--- config.mk ---
export PLATFORM = sky130hd
export DESIGN_NAME = fp_norm_round
export DESIGN_NICKNAME = d
export VERILOG_FILES = /design/src/rtl/fp_norm_round.sv
export SDC_FILE = /design/constraint.sdc
export NUM_CORES = 1
export LEC_CHECK = 0
export ABC_AREA = 1
export CORE_MARGIN = 2
export CORE_UTILIZATION = 50
export CTS_BUF_LIST = sky130_fd_sc_hd__clkbuf_4 sky130_fd_sc_hd__clkbuf_8
export CTS_CLUSTER_DIAMETER = 60
export DETAILED_ROUTE_END_ITERATION = 10
export PLACE_DENSITY = 0.78
export SYNTH_ARGS = -nofsm -noshare
export SYNTH_HDL_FRONTEND = slang
export SYNTH_SLANG_ARGS = --single-unit
--- constraint.sdc ---
create_clock -name i_clk -period 3.31 [get_ports i_clk]
set_input_delay 0.662 -clock i_clk [delete_from_list [all_inputs] [get_ports i_clk]]
set_output_delay 0.662 -clock i_clk [all_outputs]
set_load 0.01 [all_outputs]
--- src/rtl/fp_norm_round.sv ---
// Normalize-and-round stage of the binary32 add/sub datapath.
// Two registered stages (normalize, round/pack) with valid/ready handshakes.
module fp_norm_round (
  input  logic        i_clk,
  input  logic        i_rst,
  input  logic        i_valid,
  output logic        o_ready,
  input  logic        i_sign,
  input  logic [7:0]  i_exp,
  input  logic [27:0] i_mant,
  input  logic [7:0]  i_lzc,
  input  logic        i_special,
  input  logic [31:0] i_special_res,
  output logic        o_valid,
  input  logic        i_ready,
  output logic [31:0] o_result,
  output logic        o_overflow,
  output logic        o_underflow,
  output logic        o_inexact
);

  logic               s1_load_s;
  logic               s2_load_s;
  logic [7:0]         shamt_s;
  logic [27:0]        shifted_s;
  logic [26:0]        norm_s;
  logic signed [9:0]  norm_exp_s;
  logic               zero_s;

  logic               s1_valid_r;
  logic               s1_sign_r;
  logic               s1_zero_r;
  logic               s1_special_r;
  logic [31:0]        s1_special_res_r;
  logic [26:0]        s1_n_r;
  logic signed [9:0]  s1_exp_r;

  logic               round_up_s;
  logic [24:0]        sum_s;
  logic signed [9:0]  rnd_exp_s;
  logic [22:0]        frac_s;
  logic [31:0]        res_s;
  logic               ovf_s;
  logic               unf_s;
  logic               inx_s;

  logic               s2_valid_r;
  logic [31:0]        result_r;
  logic               ovf_r;
  logic               unf_r;
  logic               inx_r;

  // A stage loads when empty or when its contents move on this cycle.
  assign s2_load_s = !s2_valid_r | i_ready;
  assign s1_load_s = !s1_valid_r | s2_load_s;
  assign o_ready   = s1_load_s;

  // Normalize: lzc=0 means a carry, so shift right one and fold the lost bit into sticky.
  always_comb begin
    shamt_s    = 8'd0;
    shifted_s  = 28'd0;
    norm_s     = 27'd0;
    norm_exp_s = 10'sd0;
    zero_s     = 1'b0;
    if (i_lzc == 8'd0) begin
      norm_s     = {i_mant[27:2], i_mant[1] | i_mant[0]};
      norm_exp_s = $signed({2'b00, i_exp}) + 10'sd1;
    end else if (i_lzc <= 8'd27) begin
      shamt_s    = i_lzc - 8'd1;
      shifted_s  = i_mant << shamt_s;
      norm_s     = shifted_s[26:0];
      norm_exp_s = $signed({2'b00, i_exp}) - $signed({2'b00, shamt_s});
    end else begin
      zero_s = 1'b1;
    end
  end

  // Stage 1 register.
  always_ff @(posedge i_clk) begin
    if (i_rst) begin
      s1_valid_r       <= 1'b0;
      s1_sign_r        <= 1'b0;
      s1_zero_r        <= 1'b0;
      s1_special_r     <= 1'b0;
      s1_special_res_r <= 32'd0;
      s1_n_r           <= 27'd0;
      s1_exp_r         <= 10'sd0;
    end else if (s1_load_s) begin
      s1_valid_r       <= i_valid;
      s1_sign_r        <= i_sign;
      s1_zero_r        <= zero_s;
      s1_special_r     <= i_special;
      s1_special_res_r <= i_special_res;
      s1_n_r           <= norm_s;
      s1_exp_r         <= norm_exp_s;
    end
  end

  assign round_up_s = s1_n_r[2] & (s1_n_r[1] | s1_n_r[0] | s1_n_r[3]);
  assign sum_s      = {1'b0, s1_n_r[26:3]} + {24'd0, round_up_s};
  assign rnd_exp_s  = sum_s[24] ? (s1_exp_r + 10'sd1) : s1_exp_r;
  assign frac_s     = sum_s[24] ? sum_s[23:1] : sum_s[22:0];

  // Round/pack with priority special > zero > underflow > overflow > normal.
  always_comb begin
    res_s = 32'd0;
    ovf_s = 1'b0;
    unf_s = 1'b0;
    inx_s = 1'b0;
    if (s1_special_r) begin
      res_s = s1_special_res_r;
    end else if (s1_zero_r) begin
      res_s = 32'd0;
    end else if (s1_exp_r <= 10'sd0) begin
      res_s = {s1_sign_r, 31'd0};
      unf_s = 1'b1;
      inx_s = 1'b1;
    end else if (rnd_exp_s >= 10'sd255) begin
      res_s = {s1_sign_r, 8'hFF, 23'd0};
      ovf_s = 1'b1;
      inx_s = 1'b1;
    end else begin
      res_s = {s1_sign_r, rnd_exp_s[7:0], frac_s};
      inx_s = |s1_n_r[2:0];
    end
  end

  // Stage 2 register drives the outputs; held while stalled.
  always_ff @(posedge i_clk) begin
    if (i_rst) begin
      s2_valid_r <= 1'b0;
      result_r   <= 32'd0;
      ovf_r      <= 1'b0;
      unf_r      <= 1'b0;
      inx_r      <= 1'b0;
    end else if (s2_load_s) begin
      s2_valid_r <= s1_valid_r;
      if (s1_valid_r) begin
        result_r <= res_s;
        ovf_r    <= ovf_s;
        unf_r    <= unf_s;
        inx_r    <= inx_s;
      end
    end
  end

  assign o_valid     = s2_valid_r;
  assign o_result    = result_r;
  assign o_overflow  = ovf_r;
  assign o_underflow = unf_r;
  assign o_inexact   = inx_r;

endmodule

* Yosys cells after proc, flatten, opt, wreduce, memory -nomap -nowiden
Index checks and enable logic that the tools add are counted.
** Word-level totals
- Register bits after elaboration :: 109
- Output and inout port bits :: 37
** Operators by class
- $add $sub $neg :: 5
- $lt $le $gt $ge :: 3
- Shift operators :: 1
- Muxes and demuxes :: 23
- Bitwise gates (word level) :: 6
- Reductions and logical operators :: 5
** Operator list (number)
- 2-to-1 mux 32 bit :: 2
- 2-to-1 mux 31 bit :: 2
- 2-to-1 mux 27 bit :: 2
- 2-to-1 mux 10 bit :: 3
- << shifter 28 x 8 -> 27 bit :: 1
- adder 24 x 1 -> 25 bit :: 1
- 2-to-1 mux 23 bit :: 1
- 2-to-1 mux 1 bit :: 13
- adder 10 x 2 -> 10 bit, second input constant :: 1
- greater-or-equal comparator 10 x 9 -> 1 bit, second input constant :: 1
- <= comparator 10 x 1 -> 1 bit, second input constant :: 1
- adder 8 x 1 -> 9 bit, second input constant :: 1
- subtractor 8 x 8 -> 9 bit :: 1
- <= comparator 8 x 5 -> 1 bit, second input constant :: 1
- zero test 8 bit :: 1
- subtractor 8 x 1 -> 8 bit, second input constant :: 1
- bitwise OR 1 bit :: 5
- OR reduction 3 bit :: 1
- zero test 1 bit :: 2
- AND reduction 2 bit :: 1
- bitwise AND 1 bit :: 1

* Longest topological paths before layout
- Word-level depth :: 10
- Mapped depth :: 21

* Least setup slack after synthesis
No wires, ideal clock.
- Path kind :: input to register
- Start point :: input port i_lzc[0]
- End point :: register s1_exp_r[6]
- Setup time :: 0.095 ns
- Arrival time :: 3.493 ns
- Data required time :: 3.215 ns
- Path slack :: -0.279 ns
- Stages on the path :: 20
- Buffers on the path :: 3
- Cell sequence :: inv_1 -> buf_1 -> ha_1 -> inv_1 -> or2_2 -> nand2_1 -> inv_1 -> clkbuf_1 -> buf_1 -> ha_1 -> a21o_1 -> a21oi_1 -> nor2_1 -> nor2_1 -> nor2_1 -> nor2_1 -> nor2_1 -> nor2_1 -> nand2_1 -> a221oi_1
** Between the ends
- Word-level cells in the longest chain between the ends :: 4
** Ends and longest elaborated chain
- start: declaration :: line 11 : input logic [7:0] i_lzc,
- subtractor 8 x 1 -> 8 bit :: line 69 : shamt_s = i_lzc - 8'd1;
- subtractor 8 x 8 -> 9 bit :: line 72 : norm_exp_s = $signed({2'b00, i_exp}) - $signed({2'b00, shamt_s});
- 2-to-1 mux 10 bit :: line 68 : end else if (i_lzc <= 8'd27) begin
- 2-to-1 mux 10 bit (*) :: line 65 : if (i_lzc == 8'd0) begin
- end signal: assignment :: line 95 : s1_exp_r <= norm_exp_s;
- end: declaration :: line 36 : logic signed [9:0] s1_exp_r;
Mark *: on every way between the ends. The rest lies on a longest branch, timed or not.
A chain may end at the register's enable or synchronous reset.

* Final worst setup path
Ends and elaborated chain as after synthesis.

==> metrics.yaml <==
yosys:
  yosys_register_bits: 109
  number_of_nets_in_the_synthesized_netlist: 1287
  yosysSeqAreaShare_pct: 29.49
  synth_area_sq_um: 7398
  synth.yosys.warnings: 0
  synthesis.area_per_instance_sq_um: 6.217
  ys_types: 44
  postSynthCellCount: 1190
clocking:
  cts.reportedPaths.clkPinSlew_ns: 0.09
  post_cts_buffers: 0
  cts_htree_levels: 3
  clk_latency_ns: 0.38
  cts.sink_count: 109
  max-clock-path-buffers: 2
  numCtsBuffers: 9
  cts_tree: "done"
  clockRootBuffer: "sky130_fd_sc_hd__clkbuf_8"
  cts_repair_resize_count: 0
  postCtsHoldBufs: 0
pwr:
  ir_worst_vdd_mv: 0.2022
  power.density_cell_area_nw_per_um2: 334.4
  total_leakage_power_uw: 0.003822
critical_path:
  timing.critical_path.to: "s1_exp_r[6]"
  timing.critical_path.arrival_ns: 3.25
  worst_setup_path_type: "in -> reg"
  cp.required_ns: 3.59
  worst_setup_path_start_kind: "input pin"
  regToRegStartpoint: "s1_n_r[2]"
  worstSetupEndpointType: "flip-flop"
  r2r-end: "o_result[7]"
  critical_path_peak_fanout: 4
  cp-startpoint: "i_lzc[0]"
  rr_worst_depth: 17
  rrSetupSlack_ns: 0.48
timing:
  fmax_mhz: 335.9
  setup_violating_endpoint_count_in_the_final_report: 0
  finalHoldViolCount: 0
  setup_repair_after_global_routing_missed_its_margin: "no"
  final_total_negative_setup_slack_ns: 0
  worst_slew_pin_slew_ns: 0.7978
  final_clock_period_utilization_by_the_worst_path_pct: 89.95
  finalCriticalPeriod_ns: 2.977
  hold_ws_ns: 0.4723
  slew_headroom_pct: 46.81
  slew_violations: 0
  fin_worst_skew_ns: 0.008232
hold_path:
  worstHoldPathCells: 2
  hp-class: "reg -> reg"
place:
  port_bufs: 118
  gp_congestion: 0.9713
  post_detail_place_hpwl_mm: 16.54
  post_dp_cell_area_sq_um: 8915
global_routing:
  grt_max_degree: 78
  via_count_of_the_first_global_routing_pass: 7616
  wire_length_of_the_first_global_routing_pass_mm: 37.16
  antenna_found_initial: 0
  grtUsageTotal_pct: 27.96
  grt_overflow: 0
layout:
  most-common-layout-cells: "sky130_fd_sc_hd__nand2_1, sky130_fd_sc_hd__nand3_1, sky130_fd_sc_hd__a21oi_1"
  fin_nets: 1385
  drive_above_1_share_pct: 6.961
  final_common_cell: "sky130_fd_sc_hd__nand2_1"
  stdcell_area_sq_um: 9138
  area_delta_synth_final_pct: 23.51
  antenna_cells: 0
route:
  route.detailed.drc: 0
  dr.pass1.iters: 5
  dr_total_vias: 8311
  drt_iter0_markers: 797
  route.antenna.remaining_nets: 0
  routedWlPerCell_um: 15.22
  via_per_inst: 5.627
  finalWirelength_mm: 22.48
outcome:
  outcome: "finished, final reports clean"
floorplanning:
  floorplan.io_pins: 119
  chipHeight_um: 125.6
  rows: 44
  core_region_area_sq_um: 14480
  fp.dieArea_sq_um: 15790
  initial_utilization_pct: 51.10
  chipWidth_um: 125.6
run:
  drv_cap: 0
==> final cells by class <==
cell class | instances | area, sq um
clock buffers | 13 | 166.4
clock inverters | 3 | 43.79
fillers | 1464 | 5341
inverters | 66 | 247.7
multi-input cells | 938 | 4678
flip-flops and latches | 109 | 2182
well taps | 184 | 230.2
repair buffers | 164 | 1589
==> registers in the layout, indices dropped and copies added (netlist names) <==
name              flops
o_result             32
s1_special_res_r     32
s1_n_r               27
s1_exp_r             10
o_inexact             1
o_overflow            1
o_underflow           1
o_valid               1
s1_sign_r             1
s1_special_r          1
s1_valid_r            1
s1_zero_r             1
==> cell families (layout without fill, tap and decap cells) <==
family                   count (synthesis)  in the layout  share of synthesized area (%)
adder cells (fa/ha/maj)                 15             15                          2.638
buffers and inverters                  143            246                          7.763
AO/OA/AOI/OAI                          297            297                          21.55
flip-flops                             109            109                          29.49
AND/OR/NAND/NOR                        593            593                          34.65
XOR/XNOR                                33             33                          3.907
==> per-layer routing <==
metal  up-vias  GRT usage (%)  part of all wire [%]
li1       4221              -                     -
met1      3762          40.85                    47
met2       296          43.97                    45
met3        32          2.209                   6.5
met4         0          8.824                   1.9
met5         -              0                     0
==> cells in the mapped netlist, drive strengths merged <==
master | number | share of area, %
a211oi | 2 | 0.20
a21boi | 1 | 0.10
a21o | 1 | 0.10
a21oi | 143 | 10
a221oi | 6 | 0.71
a22oi | 1 | 0.10
a31oi | 7 | 0.59
buf | 20 | 1.5
clkbuf | 57 | 2.9
clkinv | 2 | 0.10
dfxtp | 109 | 29
fa | 1 | 0.27
ha | 14 | 2.4
inv | 64 | 3.2
nand2 | 251 | 13
nand3 | 160 | 11
nand3b | 3 | 0.30
nand4 | 23 | 1.9
nor2 | 138 | 7.1
nor3 | 11 | 0.90
nor4 | 4 | 0.42
o211a | 1 | 0.14
o211ai | 4 | 0.41
o21a | 2 | 0.20
o21ai | 126 | 8.6
o21bai | 1 | 0.10
o221a | 1 | 0.15
o22ai | 1 | 0.085
or2 | 3 | 0.25
xnor2 | 7 | 0.83
xor2 | 26 | 3.1
==> worst max-delay path, stage by stage <==
cell	delay, ns
sky130_fd_sc_hd__clkdlybuf4s50_1	0.43
sky130_fd_sc_hd__inv_1	0.10
sky130_fd_sc_hd__ha_1	0.17
sky130_fd_sc_hd__inv_1	0.05
sky130_fd_sc_hd__or2_2	0.28
sky130_fd_sc_hd__nand2_1	0.08
sky130_fd_sc_hd__inv_1	0.06
sky130_fd_sc_hd__ha_1	0.32
sky130_fd_sc_hd__a21o_1	0.22
sky130_fd_sc_hd__a21oi_2	0.14
sky130_fd_sc_hd__nor2_1	0.07
sky130_fd_sc_hd__nor2_1	0.09
sky130_fd_sc_hd__nor2_1	0.05
sky130_fd_sc_hd__nor2_1	0.12
sky130_fd_sc_hd__nor2_1	0.06
sky130_fd_sc_hd__nor2_1	0.08
sky130_fd_sc_hd__nand2_1	0.05
sky130_fd_sc_hd__a221oi_1	0.23
==> per-stage QoR <==
stage / setup WS (ns) / utilization (%) / total power, uW / std cells
CTS: 0.2992 / 63.02 / 3055 / 1477
global route: 0.03494 / 63.11 / 3211 / 1477
floorplan: 0.01083 / - / 1899 / 1190
finish: 0.3328 / 63.11 / 3056 / 1477
global placement: 0.01246 / 61.57 / 2230 / 1461
detailed placement: -0.09036 / 61.57 / 2235 / 1461
==> report_power, final <==
| group | internal, uW | switching, uW |
|---|---|---|
| combinational | 342 | 467 |
| sequential | 1370 | 39.9 |
| clock | 409 | 425 |
==> worst min path at each step <==
stage | slack (ns) | endpoint | start
5_1_grt | 0.50 | s1_special_res_r[31] | s1_special_res_r[31]
3_3_place_gp | 0.45 | o_underflow | o_underflow
2_1_floorplan | 0.45 | o_valid | s1_valid_r
6_report | 0.47 | o_overflow | o_overflow
4_1_cts | 0.47 | o_overflow | o_overflow
3_5_place_dp | 0.46 | o_overflow | o_overflow
(Power assumes the default switching activity.)
